`config.mk`:
```
export PLATFORM = sky130hd
export DESIGN_NAME = seq_detector_param
export DESIGN_NICKNAME = d
export VERILOG_FILES = /design/src/rtl/seq_detector_param.sv
export SDC_FILE = /design/constraint.sdc
export NUM_CORES = 1
export LEC_CHECK = 0
export CAP_MARGIN = 25
export CELL_PAD_IN_SITES_DETAIL_PLACEMENT = 0
export CELL_PAD_IN_SITES_GLOBAL_PLACEMENT = 1
export CORE_MARGIN = 10
export CORE_UTILIZATION = 29
export DETAILED_ROUTE_END_ITERATION = 8
export GPL_ROUTABILITY_DRIVEN = 0
export PLACE_DENSITY_LB_ADDON = 0.1
export SETUP_SLACK_MARGIN = 0.1
export SLEW_MARGIN = 20
export SYNTH_ARGS = -nofsm -noshare
export SYNTH_HDL_FRONTEND = slang
export SYNTH_SLANG_ARGS = --single-unit
export TNS_END_PERCENT = 1
```
`constraint.sdc`:
```
create_clock -name clk -period 1.6 [get_ports clk]
set_clock_uncertainty 0.05 [all_clocks]
set_input_delay 0.32 -clock clk [delete_from_list [all_inputs] [get_ports clk]]
set_output_delay 0.32 -clock clk [all_outputs]
set_load 0.01 [all_outputs]
```
`src/rtl/seq_detector_param.sv`:
```
// Serial pattern detector with loadable pattern, overlap control and saturating match count.
// Define SEQ_DET_CNT_EN to build the match counter; otherwise match_cnt is tied to zero.
module seq_detector_param #(
  parameter int                 PAT_W   = 3,
  parameter logic [PAT_W-1:0]   PAT_RST = PAT_W'(3'b101),
  parameter bit                 OUT_REG = 1'b0,
  parameter int                 CNT_W   = 8
) (
  input  logic             clk,
  input  logic             reset,
  input  logic             x_en,
  input  logic             x,
  input  logic             pat_load,
  input  logic [PAT_W-1:0] pat_in,
  input  logic             overlap_en,
  input  logic             clr_cnt,
  output logic             y,
  output logic [CNT_W-1:0] match_cnt
);

  localparam int FW = $clog2(PAT_W);
  localparam logic [FW-1:0] FILL_MAX = FW'(PAT_W - 1);

  logic [PAT_W-1:0] pat_q, pat_d;
  logic [PAT_W-2:0] hist_q, hist_d;
  logic [FW-1:0]    fill_q, fill_d;
  logic [PAT_W-1:0] win;
  logic             full;
  logic             take;
  logic             hit;

  // Window is the candidate match: stored history plus the bit on the wire now.
  assign win  = {hist_q, x};
  assign full = (fill_q == FILL_MAX);
  assign take = x_en & ~pat_load;
  assign hit  = take & full & (win == pat_q);

  always_comb begin
    pat_d  = pat_q;
    hist_d = hist_q;
    fill_d = fill_q;
    if (pat_load) begin
      pat_d  = pat_in;
      fill_d = '0;
    end else if (x_en) begin
      hist_d = win[PAT_W-2:0];
      if (hit && !overlap_en) begin
        fill_d = '0;
      end else if (!full) begin
        fill_d = fill_q + 1'b1;
      end
    end
  end

  always_ff @(posedge clk or negedge reset) begin
    if (!reset) begin
      pat_q  <= PAT_RST;
      hist_q <= '0;
      fill_q <= '0;
    end else begin
      pat_q  <= pat_d;
      hist_q <= hist_d;
      fill_q <= fill_d;
    end
  end

  generate
    if (OUT_REG) begin : g_yreg
      logic y_q;
      always_ff @(posedge clk or negedge reset) begin
        if (!reset) begin
          y_q <= 1'b0;
        end else begin
          y_q <= hit;
        end
      end
      assign y = y_q;
    end else begin : g_ymealy
      assign y = hit;
    end
  endgenerate

`ifdef SEQ_DET_CNT_EN
  logic [CNT_W-1:0] cnt_q, cnt_d;

  // Clear wins over a same-cycle hit; count sticks at all-ones.
  always_comb begin
    cnt_d = cnt_q;
    if (clr_cnt) begin
      cnt_d = '0;
    end else if (hit && (cnt_q != '1)) begin
      cnt_d = cnt_q + 1'b1;
    end
  end

  always_ff @(posedge clk or negedge reset) begin
    if (!reset) begin
      cnt_q <= '0;
    end else begin
      cnt_q <= cnt_d;
    end
  end

  assign match_cnt = cnt_q;
`else
  logic unused_clr;
  assign unused_clr = clr_cnt;
  assign match_cnt  = '0;
`endif

endmodule

```
==> flow_summary_export.csv, run 1 <==
group,metric,value,unit
global_route,grt-ovfl-total,0,
sta,finalSetupTns,0,ns
finish,fin_util,0.4356,
floorplan,die_area,0.003399,mm²
clock_tree,worstSkewPairLatency,0.24,ns
sta,min_period,1.599,ns
power,swShare,0.2489,
floorplan,die_w,58.30,µm
placed_design,dpl_cell_area,538.0,µm²
floorplan,start_util,0.3151,
yosys,ys_warn_count,0,
worst_setup_path,crit_type,"reg2out",
sta,hold_viol,0,
yosys,syn_area,425.4,µm²
global_route,grt_pass1_vias,310,
global_route,grt_pass1_wl,1338,µm
sta,finalSetupViolations,0,
finish,syn2layout_area_growth,38.24,%
power,p_int,0.3946,mW
sta,hold_ws,0.2751,ns
global_route,antenna_found_initial,0,
route,drc,0,
route,drt-total-wl,788,µm
sta,slew_viol_final,0,
yosys,ys_seq_elements,7,
clock_tree,cts_tree,"yes",
route,vias_per_cell,4.200,
power,p_total,0.5254,mW
worst_setup_path,cp_data_arrival_time,1.23,ns
placed_design,io_buffers,9,
power,irDropWorstVdd,0.4681,mV
route,route.vias.total,294,
job,maxCapViolCount,0,
finish,nNetsFinal,67,
route,antenna_left,0,
yosys,syn-mean-instance-area,11.50,µm²
clock_tree,cts-root-buf,"clkbuf_4",
worst_setup_path,end_kind,"output port",
power,seqPwrFrac,0.429,
floorplan,core_area,0.001350,mm²
worst_setup_path,crit_path_max_fanout,2,
power,leakage,0.2812,nW
route,firstDrtPassIters,1,
route,drtIter0Drc,0,
worst_setup_path,critPathRequiredTime,1.23,ns
worst_setup_path,critPathLaunchType,"flop",
power,p_per_area,893.4,mW/mm²
yosys,ys_seq_area_frac,0.4176,
hold_path,hold_path.class,"in2async",
floorplan,die_y,58.30,µm
clock_tree,clock_sinks,7,
route,wire_per_inst,11.26,µm
clock_tree,cts_max_path_buffers,2,
finish,num_antenna_cells,0,
yosys,synth_cell_types,16,
finish,drive_gt1_frac,0.4364,
floorplan,io_pins,19,
sta,fin_crit_sh,0.9994,
sta,fmax,0.6254,GHz
clock_tree,cts_buffers,3,
sta,rsz0062_at_grt,"true",
finish,final_area,588.1,µm²
power,comb_power_share,0.281,
clock_tree,cts_htree_levels,1,
clock_tree,path_clk_slew,0.05,ns
global_route,globalRouteTotalUtil,0.05002,
power,clkPwrFrac,0.289,
power,switchingPower,0.1308,mW
run_status,status,"completed",
global_route,grt_max_degree,8,
floorplan,rows,13,
yosys,syn_inst,37,
[cell families (layout without fill, tap and decap cells)]
group / Yosys count / after routing / share of synthesized area
XOR/XNOR: 4 / 4 / 0.08234
AND/OR/NAND/NOR: 8 / 8 / 0.1471
flip-flops: 7 / 7 / 0.4176
multiplexers: 6 / 6 / 0.1559
other: 1 / 8 / 0.008815
buffers and inverters: 10 / 21 / 0.1588
adder cells (fa/ha/maj): 1 / 1 / 0.02941
[metal layers]
metal	global-route usage	up-vias	routed length [µm]
met4	0.03020	0	0
met5	0	-	0
met2	0.06677	20	324
met1	0.05289	129	333
met3	0.04077	0	131
li1	-	145	-
[registers in the layout (all words and copies together) (netlist names)]
register	cells
hist_q	2
pat_q	3
fill_q	2
[through the flow]
step | cells | setup slack [ns]
floorplan | 44 | 0.3135
global placement | 65 | -0.4906
detailed placement | 65 | -0.4991
CTS | 69 | -0.02434
global route | 70 | -0.08461
finish | 70 | 0.001025
[synth_stat cells]
master	number	share of area
mux2i_1	1	0.024
mux2_2	5	0.13
dfstp_2	2	0.12
inv_1	2	0.018
ha_1	1	0.029
nand2b_4	1	0.032
and2b_2	1	0.021
nor3_1	2	0.024
and4_4	1	0.026
dfrtp_1	5	0.29
buf_4	8	0.14
and3b_1	1	0.021
xnor2_1	4	0.082
nor2_1	1	0.0088
nand4_1	1	0.015
conb_1	1	0.0088
[critical path, stage by stage (launching register included)]
cell and delay, ns:
dfstp_2 0.54, xnor2_2 0.12, nand4_1 0.10, nor2_1 0.09, buf_2 0.13
[final timing paths]
kind / slack (ns) / startpoint / endpoint / cells past startpoint
min in group clk: 0.46 / x / hist_q[0]$_DFFE_PN0P_ / 2
worst max register to register: 0.22 / fill_q[0]$_DFFE_PN0P_ / fill_q[1]$_DFFE_PN0P_ / 6
max in group asynchronous: 0.94 / reset / pat_q[2]$_DFFE_PN1P_ / 1
worst min-delay path: 0.28 / reset / fill_q[1]$_DFFE_PN0P_ / 1
worst max-delay path: 0.001 / pat_q[2]$_DFFE_PN1P_ / y / 4
worst min register to register: 0.48 / pat_q[1]$_DFFE_PN0P_ / pat_q[1]$_DFFE_PN0P_ / 1
[timing repair]
item                       CTS  global route
pin swaps                    1             0
setup buffers                0             1
resized for setup            7             2
hold buffers                 0             0
setup endpoints to repair    1             1
[cells in the final DEF (no fill, tap or decap), types with 2 or more instances in the layout]
master | netlist | layout
xnor2_1 | 4 | 2
inv_1 | 2 | 2
conb_1 | 1 | 8
xnor2_2 | 0 | 2
dfstp_2 | 2 | 2
dfrtp_1 | 5 | 5
clkdlybuf4s50_1 | 0 | 7
clkbuf_4 | 0 | 3
mux2_2 | 5 | 5
buf_4 | 8 | 6
[power groups by stage]
stage | Clock [mW] | Combinational [mW] | Sequential (mW)
detailed placement | 0 | 0.136 | 0.225
floorplan | 0 | 0.0885 | 0.221
global placement | 0 | 0.133 | 0.224
global route | 0.173 | 0.166 | 0.229
finish | 0.152 | 0.148 | 0.226
CTS | 0.160 | 0.143 | 0.226
[cell type report]
| type | instances | area, µm² |
|---|---|---|
| fillers | 134 | 762.0 |
| multi-input cells | 27 | 229.0 |
| clock buffers | 4 | 26.28 |
| flip-flops and latches | 7 | 177.7 |
| inverters | 2 | 7.507 |
| well taps | 15 | 18.77 |
| repair buffers | 15 | 128.9 |
Note: power is estimated with default switching activity, not from simulation.
==> run 2, diff against run 1 <==
ABC_AREA = 0   (was default)
==> results of run 2 <==
Same layout as run 1: the final DEF is identical, and so are final timing and power.
